==> src/rtl/up_counter_ctrl.sv <==
// ---------------------------------------------------------------------------
// up_counter_ctrl
//
// Modulo-programmable up counter with start/stop control, parallel load,
// wrap or one-shot mode and a registered terminal-count pulse. Used as a
// shared up-counting timebase for timers and sequencers.
//
// Ports:
//   clk      in   rising-edge system clock
//   rst      in   synchronous, active-low reset
//   start    in   clear count and enter RUN (restart if already running)
//   en       in   count enable while in RUN; low pauses the count
//   load     in   parallel load of din into q (state unchanged)
//   din      in   parallel load value
//   set_lim  in   capture lim_in into the limit register
//   lim_in   in   new terminal value
//   mode     in   0 = wrap at limit, 1 = one-shot (stop at limit)
//   q        out  current count (registered)
//   tc       out  one-cycle registered terminal-count pulse
//   busy     out  high while in RUN
//   done     out  high while in DONE (one-shot completed)
// ---------------------------------------------------------------------------
module up_counter_ctrl #(
    parameter int WIDTH       = 3,
    parameter int RESET_LIMIT = 7
) (
    input  logic             clk,
    input  logic             rst,
    input  logic             start,
    input  logic             en,
    input  logic             load,
    input  logic [WIDTH-1:0] din,
    input  logic             set_lim,
    input  logic [WIDTH-1:0] lim_in,
    input  logic             mode,
    output logic [WIDTH-1:0] q,
    output logic             tc,
    output logic             busy,
    output logic             done
);

    localparam logic [1:0] ST_IDLE = 2'd0;
    localparam logic [1:0] ST_RUN  = 2'd1;
    localparam logic [1:0] ST_DONE = 2'd2;

    localparam logic [WIDTH-1:0] LIM_RST = WIDTH'(RESET_LIMIT);

    logic [1:0]       state_q, state_d;
    logic [WIDTH-1:0] cnt_q,   cnt_d;
    logic [WIDTH-1:0] lim_q,   lim_d;
    logic             tc_q,    tc_d;

    // The limit register is updated independently of the count path, so a
    // set_lim in the same edge as load/start/count still takes effect; the
    // count decision below always uses the previously registered limit.
    always_comb begin
        lim_d = set_lim ? lim_in : lim_q;
    end

    always_comb begin
        state_d = state_q;
        cnt_d   = cnt_q;
        tc_d    = 1'b0;

        if (load) begin
            // load outranks start: the state is left untouched.
            cnt_d = din;
        end else if (start) begin
            cnt_d   = '0;
            state_d = ST_RUN;
        end else if (state_q == ST_RUN && en) begin
            // >= rather than == so an over-limit loaded value is terminal
            // instead of running on to a silent overflow.
            if (cnt_q >= lim_q) begin
                tc_d = 1'b1;
                if (mode) begin
                    state_d = ST_DONE;
                end else begin
                    cnt_d = '0;
                end
            end else begin
                cnt_d = cnt_q + 1'b1;
            end
        end
    end

    always_ff @(posedge clk) begin
        if (!rst) begin
            state_q <= ST_IDLE;
            cnt_q   <= '0;
            lim_q   <= LIM_RST;
            tc_q    <= 1'b0;
        end else begin
            state_q <= state_d;
            cnt_q   <= cnt_d;
            lim_q   <= lim_d;
            tc_q    <= tc_d;
        end
    end

    assign q    = cnt_q;
    assign tc   = tc_q;
    assign busy = (state_q == ST_RUN);
    assign done = (state_q == ST_DONE);

endmodule

==> config.mk <==
export PLATFORM = sky130hd
export DESIGN_NAME = up_counter_ctrl
export DESIGN_NICKNAME = d
export VERILOG_FILES = /design/src/rtl/up_counter_ctrl.sv
export SDC_FILE = /design/constraint.sdc
export NUM_CORES = 1
export LEC_CHECK = 0
export CAP_MARGIN = 20
export CORE_AREA = 2 2 39 41
export CTS_CLUSTER_DIAMETER = 40
export DETAILED_ROUTE_END_ITERATION = 6
export DIE_AREA = 0 0 41 43
export PLACE_DENSITY = 0.75
export REMOVE_ABC_BUFFERS = 1
export SKIP_LAST_GASP = 1
export SYNTH_ARGS = -nofsm -noshare
export SYNTH_HDL_FRONTEND = slang
export SYNTH_SLANG_ARGS = --single-unit
==> constraint.sdc <==
create_clock -name clk -period 2.7 [get_ports clk]
set_input_delay 0.81 -clock clk [delete_from_list [all_inputs] [get_ports clk]]
set_output_delay 0.81 -clock clk [all_outputs]
set_load 0.01 [all_outputs]
==> results_dict.tcl <==
set metrics [dict create \
    switchingPower_w 0.0000884 \
    routabilityCongestion 0.821 \
    hold_path_depth 2 \
    h-tree-depth 1 \
    yosysTopAreaCellShare 0.320 \
    areaGrowthSynthToFinish_pct 39.6 \
    root_buffer "clkbuf_4" \
    rsz0062_at_grt "false" \
    synthArstFlopShare 0 \
    synth_edf_count 0 \
    p_total_w 0.000325 \
    post-cts-setup-buffer-count 0 \
    viasPerCell 5.32 \
    ys_seq_area_frac 0.320 \
    yosysWarnings 0 \
    dieArea_sq_um 1760 \
    synth.area.top_cells "dfxtp_1 32%, ha_1 8.9%, nor2b_1 5.6%, and3_1 4.4%, nand2_1 4.0%" \
    dp.cells 94 \
    antenna_found_initial 0 \
    skew_ns 0.00529 \
    dp_slack_ns 0.579 \
    crit_fanout 5 \
    reg2reg_to "q[2]" \
    hold_viol_final 0 \
    worstHoldStart "lim_q[0]" \
    dr.pass1.iters 4 \
    synth_cell_type_count 29 \
    syn_inst 61 \
    power.share.combinational 0.222 \
    synth.cell_area_sq_um 563 \
    hold-path-endpoint "lim_q[0]" \
    drc 0 \
    p_leak_nw 0.323 \
    start_kind "register" \
    ff2ff_setup_slack_ns 1.08 \
    path_clk_slew_ns 0.06 \
    slew_viol_final 0 \
    slew_headroom 0.779 \
    drive_above_1_share 0.134 \
    core-area_sq_um 1380 \
    period_minus_slack_ns 2.12 \
    via_count 521 \
    setup_viol 0 \
    vdd_drop_max_uv 254 \
    max_freq_ghz 0.471 \
    port_buffers 18 \
    worstRegToRegCells 6 \
    maxCapViolCount 0 \
    pwr-share-clk 0.333 \
    grt_pass1_vias 481 \
    final.fill_count 143 \
    io_pins 19 \
    status "finished, final reports clean" \
    ctsResizeCount 0 \
    cp.required_ns 1.89 \
    clock_latency_ns 0.27 \
    tns_ns 0 \
    clkSinkCount 9 \
    grt_pass1_wl_microns 2150 \
    r2r_start "q[0]" \
    nNetsFinal 100 \
    post_drt_wl_per_cell_microns 12.6 \
    die_y_microns 43 \
    setup_slack_ns 0.575 \
    start_util 0.407 \
    hpwl_microns 947 \
    p_int_w 0.000236 \
    track_usage 0.190 \
    antenna_left 0 \
    ys_ff_latch 9 \
    syn_area_per_cell_sq_um 9.23 \
    crit_type "reg2out" \
    cp-end-kind "primary output" \
    cts-buffers-inserted 3 \
    met1_length_microns 574 \
    p_sw_frac 0.272 \
    dr_wl_met3_microns 53 \
    grt_overflow 0 \
    top_layer "met4" \
    clockBufferDepth 2 \
    drt_iter0_drc 9 \
    wl_microns 1240 \
    finalCritPeriodShare 0.787 \
    grt_max_degree 11 \
    instances_no_fill 98 \
    ctsHoldBuffers 0 \
    wl_met2_microns 572 \
    synthFlopType "dfxtp_1" \
    seqPwrFrac 0.445 \
    worst_slew_pin_slew_ns 0.331 \
    die_w_microns 41 \
    cts_tree "yes" \
    n_antenna_cell 0 \
    layout_common_cells "18 x clkdlybuf4s50_1, 9 x dfxtp_1, 6 x nand2_1, 5 x nor2b_1" \
    final_common_cell "clkdlybuf4s50_1" \
    p_per_area_nw_per_um2 413 \
    min_path_type "reg2reg" \
    rows 14 \
    yosysTopAreaCell "dfxtp_1" \
    cp_data_arrival_time_ns 1.31 \
]
registers in the layout, summed over array words and instances, names as in the netlist:
register	cells
tc	1
q	3
lim_q	3
state_q	2
area by class of cell:
cell class,count,area [sq um],share of cell area
clock buffers,4,26.3,0.0334
repair buffers,18,180,0.229
well taps,16,20.0,0.0255
flip-flops and latches,9,180,0.229
multi-input cells,48,368,0.468
inverters,3,11.3,0.0143
synthesized netlist by cell type, drive strengths merged, types with 2 or more instances:
| cell | n |
|---|---|
| mux2i | 2 |
| nand2 | 8 |
| nor2b | 5 |
| ha | 4 |
| nand3b | 2 |
| a21boi | 2 |
| dfxtp | 9 |
| nor2 | 2 |
| a31oi | 2 |
| inv | 3 |
| o21ai | 4 |
| o211ai | 2 |
| and3 | 4 |
worst max-delay path: stages (launching register included):
cell and delay (ns):
dfxtp_1 0.38, nor2b_1 0.14, clkdlybuf4s50_1 0.53
logic make-up (layout without fill, tap and decap cells):
group	Yosys count	after routing	synth area share
adder cells (fa/ha/maj)	4	4	0.0889
multiplexers	2	2	0.0356
flip-flops	9	9	0.320
AND/OR/NAND/NOR	26	26	0.287
buffers and inverters	4	25	0.0267
AO/OA/AOI/OAI	16	16	0.242
stage by stage:
step	area, sq um	util	hold slack [ns]
6_report	786	0.568	0.487
5_1_grt	786	0.568	0.518
4_1_cts	786	0.568	0.488
3_5_place_dp	759	0.549	0.473
3_3_place_gp	759	0.549	0.460
2_1_floorplan	559	-	0.444
power groups by stage:
stage	combinational, W	clock, W	sequential (W)
after global placement	0.0000718	0	0.000147
after floorplan	0.0000356	0	0.000147
after global routing	0.0000794	0.000117	0.000145
final	0.0000722	0.000108	0.000144
after detailed placement	0.0000727	0	0.000147
after CTS	0.0000730	0.000114	0.000144
per-layer routing:
metal / up-vias / GRT usage
met5: - / 0
li1: 271 / -
met1: 235 / 0.239
met3: 4 / 0.0785
met4: 0 / 0.120
met2: 11 / 0.256
worst max-delay path by stage:
stage                     from  slack (ns)  depth (start not counted)    to
finish              state_q[0]        0.58                          2  busy
global route        state_q[1]        0.48                          2  done
detailed placement        load        0.58                          4  q[2]
global placement          load        0.62                          4  q[2]
floorplan                 q[0]        1.15                          6  q[2]
CTS                 state_q[1]        0.56                          2  done
Power figures use the tool's default switching activity.
